### src/rtl/debounce_strobe.sv
// Raw asynchronous input conditioner: two-flop synchronizer, clock-enable
// prescaler and a four-state debounce FSM producing a clean level plus strobes.
module debounce_strobe #(
    parameter int unsigned PRESCALE = 16,
    parameter int unsigned COUNT    = 4,
    parameter logic        INIT     = 1'b0
) (
    input  logic C,
    input  logic CLR,
    input  logic CE,
    input  logic D,
    output logic Q,
    output logic RISE,
    output logic FALL,
    output logic TICK
);
    localparam int unsigned   PW         = (PRESCALE > 1) ? $clog2(PRESCALE) : 1;
    localparam logic [PW-1:0] PRESC_LAST = PW'(PRESCALE - 1);
    localparam logic [7:0]    CNT_LAST   = 8'(COUNT - 1);

    typedef enum logic [1:0] {
        STABLE_LOW  = 2'd0,
        CHECK_HIGH  = 2'd1,
        STABLE_HIGH = 2'd2,
        CHECK_LOW   = 2'd3
    } state_t;

    localparam state_t RESET_STATE = INIT ? STABLE_HIGH : STABLE_LOW;

    logic          s1_q, s2_q;
    logic [PW-1:0] presc_q, presc_d;
    logic          tick_q, tick_d;
    logic [7:0]    cnt_q, cnt_d;
    state_t        state_q, state_d;
    logic          q_q, q_d;
    logic          rise_q, rise_d;
    logic          fall_q, fall_d;

    // Prescaler advances only on CE; the wrap edge schedules one TICK cycle.
    always_comb begin
        presc_d = presc_q;
        tick_d  = 1'b0;
        if (CE) begin
            if (presc_q == PRESC_LAST) begin
                presc_d = '0;
                tick_d  = 1'b1;
            end else begin
                presc_d = presc_q + 1'b1;
            end
        end
    end

    // A new level is accepted after COUNT consecutive disagreeing ticks.
    always_comb begin
        state_d = state_q;
        cnt_d   = cnt_q;
        q_d     = q_q;
        rise_d  = 1'b0;
        fall_d  = 1'b0;
        if (tick_q) begin
            case (state_q)
                STABLE_LOW: begin
                    if (s2_q) begin
                        if (COUNT == 1) begin
                            q_d     = 1'b1;
                            rise_d  = 1'b1;
                            state_d = STABLE_HIGH;
                            cnt_d   = 8'd0;
                        end else begin
                            state_d = CHECK_HIGH;
                            cnt_d   = 8'd1;
                        end
                    end
                end
                CHECK_HIGH: begin
                    if (!s2_q) begin
                        state_d = STABLE_LOW;
                        cnt_d   = 8'd0;
                    end else if (cnt_q == CNT_LAST) begin
                        q_d     = 1'b1;
                        rise_d  = 1'b1;
                        state_d = STABLE_HIGH;
                        cnt_d   = 8'd0;
                    end else begin
                        cnt_d = cnt_q + 8'd1;
                    end
                end
                STABLE_HIGH: begin
                    if (!s2_q) begin
                        if (COUNT == 1) begin
                            q_d     = 1'b0;
                            fall_d  = 1'b1;
                            state_d = STABLE_LOW;
                            cnt_d   = 8'd0;
                        end else begin
                            state_d = CHECK_LOW;
                            cnt_d   = 8'd1;
                        end
                    end
                end
                CHECK_LOW: begin
                    if (s2_q) begin
                        state_d = STABLE_HIGH;
                        cnt_d   = 8'd0;
                    end else if (cnt_q == CNT_LAST) begin
                        q_d     = 1'b0;
                        fall_d  = 1'b1;
                        state_d = STABLE_LOW;
                        cnt_d   = 8'd0;
                    end else begin
                        cnt_d = cnt_q + 8'd1;
                    end
                end
                default: begin
                    state_d = RESET_STATE;
                    cnt_d   = 8'd0;
                end
            endcase
        end
    end

    always_ff @(posedge C or posedge CLR) begin
        if (CLR) begin
            s1_q    <= INIT;
            s2_q    <= INIT;
            presc_q <= '0;
            tick_q  <= 1'b0;
            cnt_q   <= 8'd0;
            state_q <= RESET_STATE;
            q_q     <= INIT;
            rise_q  <= 1'b0;
            fall_q  <= 1'b0;
        end else begin
            s1_q    <= D;
            s2_q    <= s1_q;
            presc_q <= presc_d;
            tick_q  <= tick_d;
            cnt_q   <= cnt_d;
            state_q <= state_d;
            q_q     <= q_d;
            rise_q  <= rise_d;
            fall_q  <= fall_d;
        end
    end

    assign Q    = q_q;
    assign RISE = rise_q;
    assign FALL = fall_q;
    assign TICK = tick_q;
endmodule

### config.mk
export PLATFORM = sky130hd
export DESIGN_NAME = debounce_strobe
export DESIGN_NICKNAME = d
export VERILOG_FILES = /design/src/rtl/debounce_strobe.sv
export SDC_FILE = /design/constraint.sdc
export NUM_CORES = 1
export LEC_CHECK = 0
export CAP_MARGIN = 20
export CORE_MARGIN = 5
export CORE_UTILIZATION = 35
export CTS_CLUSTER_SIZE = 20
export DETAILED_ROUTE_END_ITERATION = 12
export MAX_ROUTING_LAYER = met4
export PLACE_DENSITY_LB_ADDON = 0.08
export SYNTH_ARGS = -nofsm -noshare
export SYNTH_HDL_FRONTEND = slang
export SYNTH_SLANG_ARGS = --single-unit
### constraint.sdc
create_clock -name C -period 2.6 [get_ports C]
set_input_delay 0.52 -clock C [delete_from_list [all_inputs] [get_ports C]]
set_output_delay 0.52 -clock C [all_outputs]
set_load 0.005 [all_outputs]
# [Word-level counts from Yosys, hierarchy flattened]
# Index checks and enable logic that the tools add are counted.
[word_totals] regBits=20 input_bits=4 out_inout_bits=4 word_cells=57
[classes] add_sub_neg=2 eq_ne=13 mux=28 reduce_logical=5
[ops] cell="two-way mux 8 bit" count=5
[ops] cell="one-hot mux 8 bit (4 select lines)" count=1
[ops] cell="two-way mux 1 bit" count=13
[ops] cell="two-way mux 2 bit" count=6
[ops] cell="!= test 2 bit (second input constant)" count=6
[ops] cell="adder 8 x 1 -> 8 bit (second input constant)" count=1
[ops] cell="equality test 8 x 2 -> 1 bit (second input constant)" count=1
[ops] cell="one-hot mux 2 bit (4 select lines)" count=1
[ops] cell="!= test 3 bit (second input constant)" count=2
[ops] cell="AND reduction 6 bit" count=1
[ops] cell="AND reduction 5 bit" count=1
[ops] cell="adder 4 x 1 -> 4 bit (second input constant)" count=1
[ops] cell="equality test 2 bit (second input constant)" count=2
[ops] cell="equality test 4 bit (second input constant)" count=1
[ops] cell="two-way mux 4 bit" count=1
[ops] cell="AND reduction 3 bit" count=1
[ops] cell="equality test 2 x 1 -> 1 bit (second input constant)" count=1
[ops] cell="zero test 2 bit" count=1
[ops] cell="one-hot mux 1 bit (2 select lines)" count=1
[ops] cell="nonzero test 2 bit" count=1

# [Depth between registers and ports, before layout]
[depth] ltp_word=5 ltp_mapped=5 mapped_depth_nobuf=5

# [Worst setup path before layout]
# OpenSTA, ideal clock, no wires.
[synth_path] kind="register to register" start="register cnt_q[4]" end="register (tool-made name)" setup_ps=125 arrival_ps=1753 required_ps=2475 slack_ps=722 stages_incl_launch_ff=4 n_path_buf=0 synth_period_minus_slack_ps=1878 path_cell_list="dfrtp_1 or4_4 or4_4 mux2_4"
[synth_lines] item="start, declared" line_no="33" rtl="logic [7:0] cnt_q, cnt_d;"
[synth_lines] item="start signal, assigned" line_no="138" rtl="cnt_q <= cnt_d;"

# [Worst setup path in the final report]
[layout_path] start="register tick_q, in the netlist TICK" end="output port TICK"
[layout_lines] item="start, declared" line_no="32" rtl="logic tick_q, tick_d;"
[layout_lines] item="start signal, assigned" line_no="137" rtl="tick_q <= tick_d;"
[layout_lines] item="end, declared" line_no="15" rtl="output logic TICK"
# No word-level cell between the ends.

==> impl_results.md <==
- Status: finished, final reports clean
- Worst Skew: about 25 ps
- Worst path bufs/invs: 1
- Final core utilization: 0.414
- Crit start category: flip-flop
- DR vias: between 700 and 800
- Max VDD drop: approximately 0.59 mV
- # rows: 19
- GR Overflow Total: 0
- Max cap viols: 0
- Min-delay worst type: flip-flop to flip-flop
- Leak: approximately 0.45 nW
- Clk sinks: 20
- Fin crit share: 0.765
- Post-synth ARST share: 1.00
- Die ar.: ~3900 sq um
- Final Hold Viols: 0
- Syn avg cell area: approximately 11 sq um
- Most common cell after layout, fill and taps aside: dfrtp_1
- Mapped Nets: 97
- Post-cts hold buffer count: 0
- Crit path cell chain: clkdlybuf4s50_1
- Post-Syn Area: approximately 960 sq um
- Largest net degree at the start of global routing: 21
- Nets@finish: 107
- Setup ws final: about 610 ps
- Num CTS Buffers: 3
- Dpl hpwl: 1240 um
- GRT Total Usage: 0.102
- Clock transition at path regs: ~130 ps
- CP Max Fanout: 12
- Yosys cell types: 31
- Share of cells above drive strength 1: 0.120
- Kind of critical path: flip-flop to output pin
- Via-to-Cell Ratio: approximately 5.4
- Sequential share of the synthesized area: 0.522
- First-iteration detailed-routing DRC count: 25
- DRC Markers: 0
- Ys Warns: 0
- Hold path depth: 0
- Most frequent cells in the layout: dfrtp_1 (20), nand2_1 (12), o21ai_0 (7), clkdlybuf4s50_1 (7), a21oi_1 (6)
- I/O Buffers: 7
- Clock Tree Buf Depth: 2
- Core Area: between 2000 and 3000 sq um
- Post-synthesis register bit count: 20
- Synth-to-Final Area Change: 16.1%
- Vias in the first global route: 697
- CP endpoint kind: output pin
- Worst Reg-to-Reg Cells: 3
- Routed Antenna Nets: 0
- EDFF count, synth: 0
- Post-Route Setup TNS: 0 ps
- Post-place setup slack: 681 ps
- Slowest stage delay, CP: about 580 ps
- First-pass GRT wire length: 3160 um
- Primary FF master, synth: dfrtp_1
- Delay-heaviest family, CP: flip-flops
- Later-pin clock latency in the skew report: approximately 310 ps
- Initial Util: 0.357
- CTS tree: built
- Worst path required time: roughly 2100 ps
- Unrepaired setup endpoints after global routing: false
- Die Wd: ~62 um
- Routability cong.: 0.758
- Ant diodes: 0
- Postcts setup bufs: 0
- Final Max Tran Viols: 0
- Final Setup Violations: 0
- TritonRoute pass-1 iters: 4
- Fmax: 503 MHz
- Post-Synthesis Cells: 91
- Final wirelength: between 1500 and 2000 um
- WL/cell: 13.6 um
- CTS root buffer: clkbuf_4
- Worst slew margin: 0.494
- Slew @ Worst Pin: approximately 760 ps
- Fin crit period: a little under 2000 ps
- Critical Path AT: roughly 1500 ps
- Htree depth: 1
- Worst path depth: 1
- PD cells: between 600 and 700 nW/um^2
- Initial antenna violation count: 0
- Die height: 62.3 um
- I/O pins: 8
- Crit-path slowest cell: dfrtp_1
- Fill cells: 265
- Cts repair resizes: 0
-- path summary, 6_finish.rpt --
kind / start / to / slack, ps
max: TICK$_DFF_PP0_ / TICK / 610
min: s1_q$_DFF_PP0_ / s2_q$_DFF_PP0_ / 380
max reg2reg: cnt_q[5]$_DFFE_PP0P_ / flip-flop / 690
min reg2reg: s1_q$_DFF_PP0_ / s2_q$_DFF_PP0_ / 380
max in group asynchronous: CLR / cnt_q[3]$_DFFE_PP0P_ / 1470
min in group asynchronous: CLR / s2_q$_DFF_PP0_ / 620
-- sequential cells by signal, indices dropped and copies added (netlist names), named ones only --
name / cells
Q: 1
s2_q: 1
cnt_q: 8
state_q: 1
FALL: 1
s1_q: 1
TICK: 1
RISE: 1
presc_q: 4
-- cells in the mapped netlist (all sizes together) (2+ instances only) --
cell type / instances / area [sq um]
clkbuf: 2 / 7.51
inv: 2 / 7.51
o21ai: 8 / 40.0
or4: 2 / 22.5
nor3b: 4 / 30.0
nor3: 4 / 25.0
ha: 2 / 25.0
dfrtp: 20 / 500
mux2: 4 / 48.8
o21a: 2 / 15.0
a22o: 2 / 17.5
mux2i: 2 / 20.0
nand3: 4 / 20.0
nor2: 3 / 11.3
nand2: 12 / 45.0
a21oi: 6 / 30.0
-- final cells by class --
type,instances,area [sq um],share of cell area
clock inverter,1,30.0,0.0270
timing repair buffer,7,70.1,0.0630
inverter,2,7.51,0.00675
tap,31,38.8,0.0349
multi-input combinational,67,443,0.398
clock buffer,3,22.5,0.0202
sequential,20,500,0.450
-- routing by layer --
layer  vias to the layer above  wire (um)  global-route usage
li1                        355          -                   -
met1                       341        841               0.123
met2                         9        863               0.163
met3                         2         65              0.0342
met4                         0         17              0.0239
met5                         -          0                   -
-- kinds of logic (layout without fill, tap and decap cells) --
logic type               after synthesis  after routing  share of synthesized area
AO/OA/AOI/OAI                         23             23                      0.150
XOR/XNOR                               2              2                     0.0183
AND/OR/NAND/NOR                       34             34                      0.196
multiplexers                           6              6                     0.0718
adder cells (fa/ha/maj)                2              2                     0.0261
flip-flops                            20             20                      0.522
buffers and inverters                  4             13                     0.0157
-- report_power, final --
part	switching [W]	total, W	internal (W)	leakage [nW]
clock	0.0000993	0.000255	0.000156	0.0279
sequential	0.0000528	0.000404	0.000351	0.265
combinational	0.0000475	0.000101	0.0000535	0.157
-- stage by stage --
step,hold WS [ps],area [sq um],power (W),instances
finish,377,1110,0.000760,131
global route,392,1110,0.000802,131
CTS,381,1110,0.000770,131
detailed placement,351,1060,0.000513,127
global placement,334,1060,0.000508,127
floorplan,331,958,0.000480,91
(Power assumes the default switching activity.)
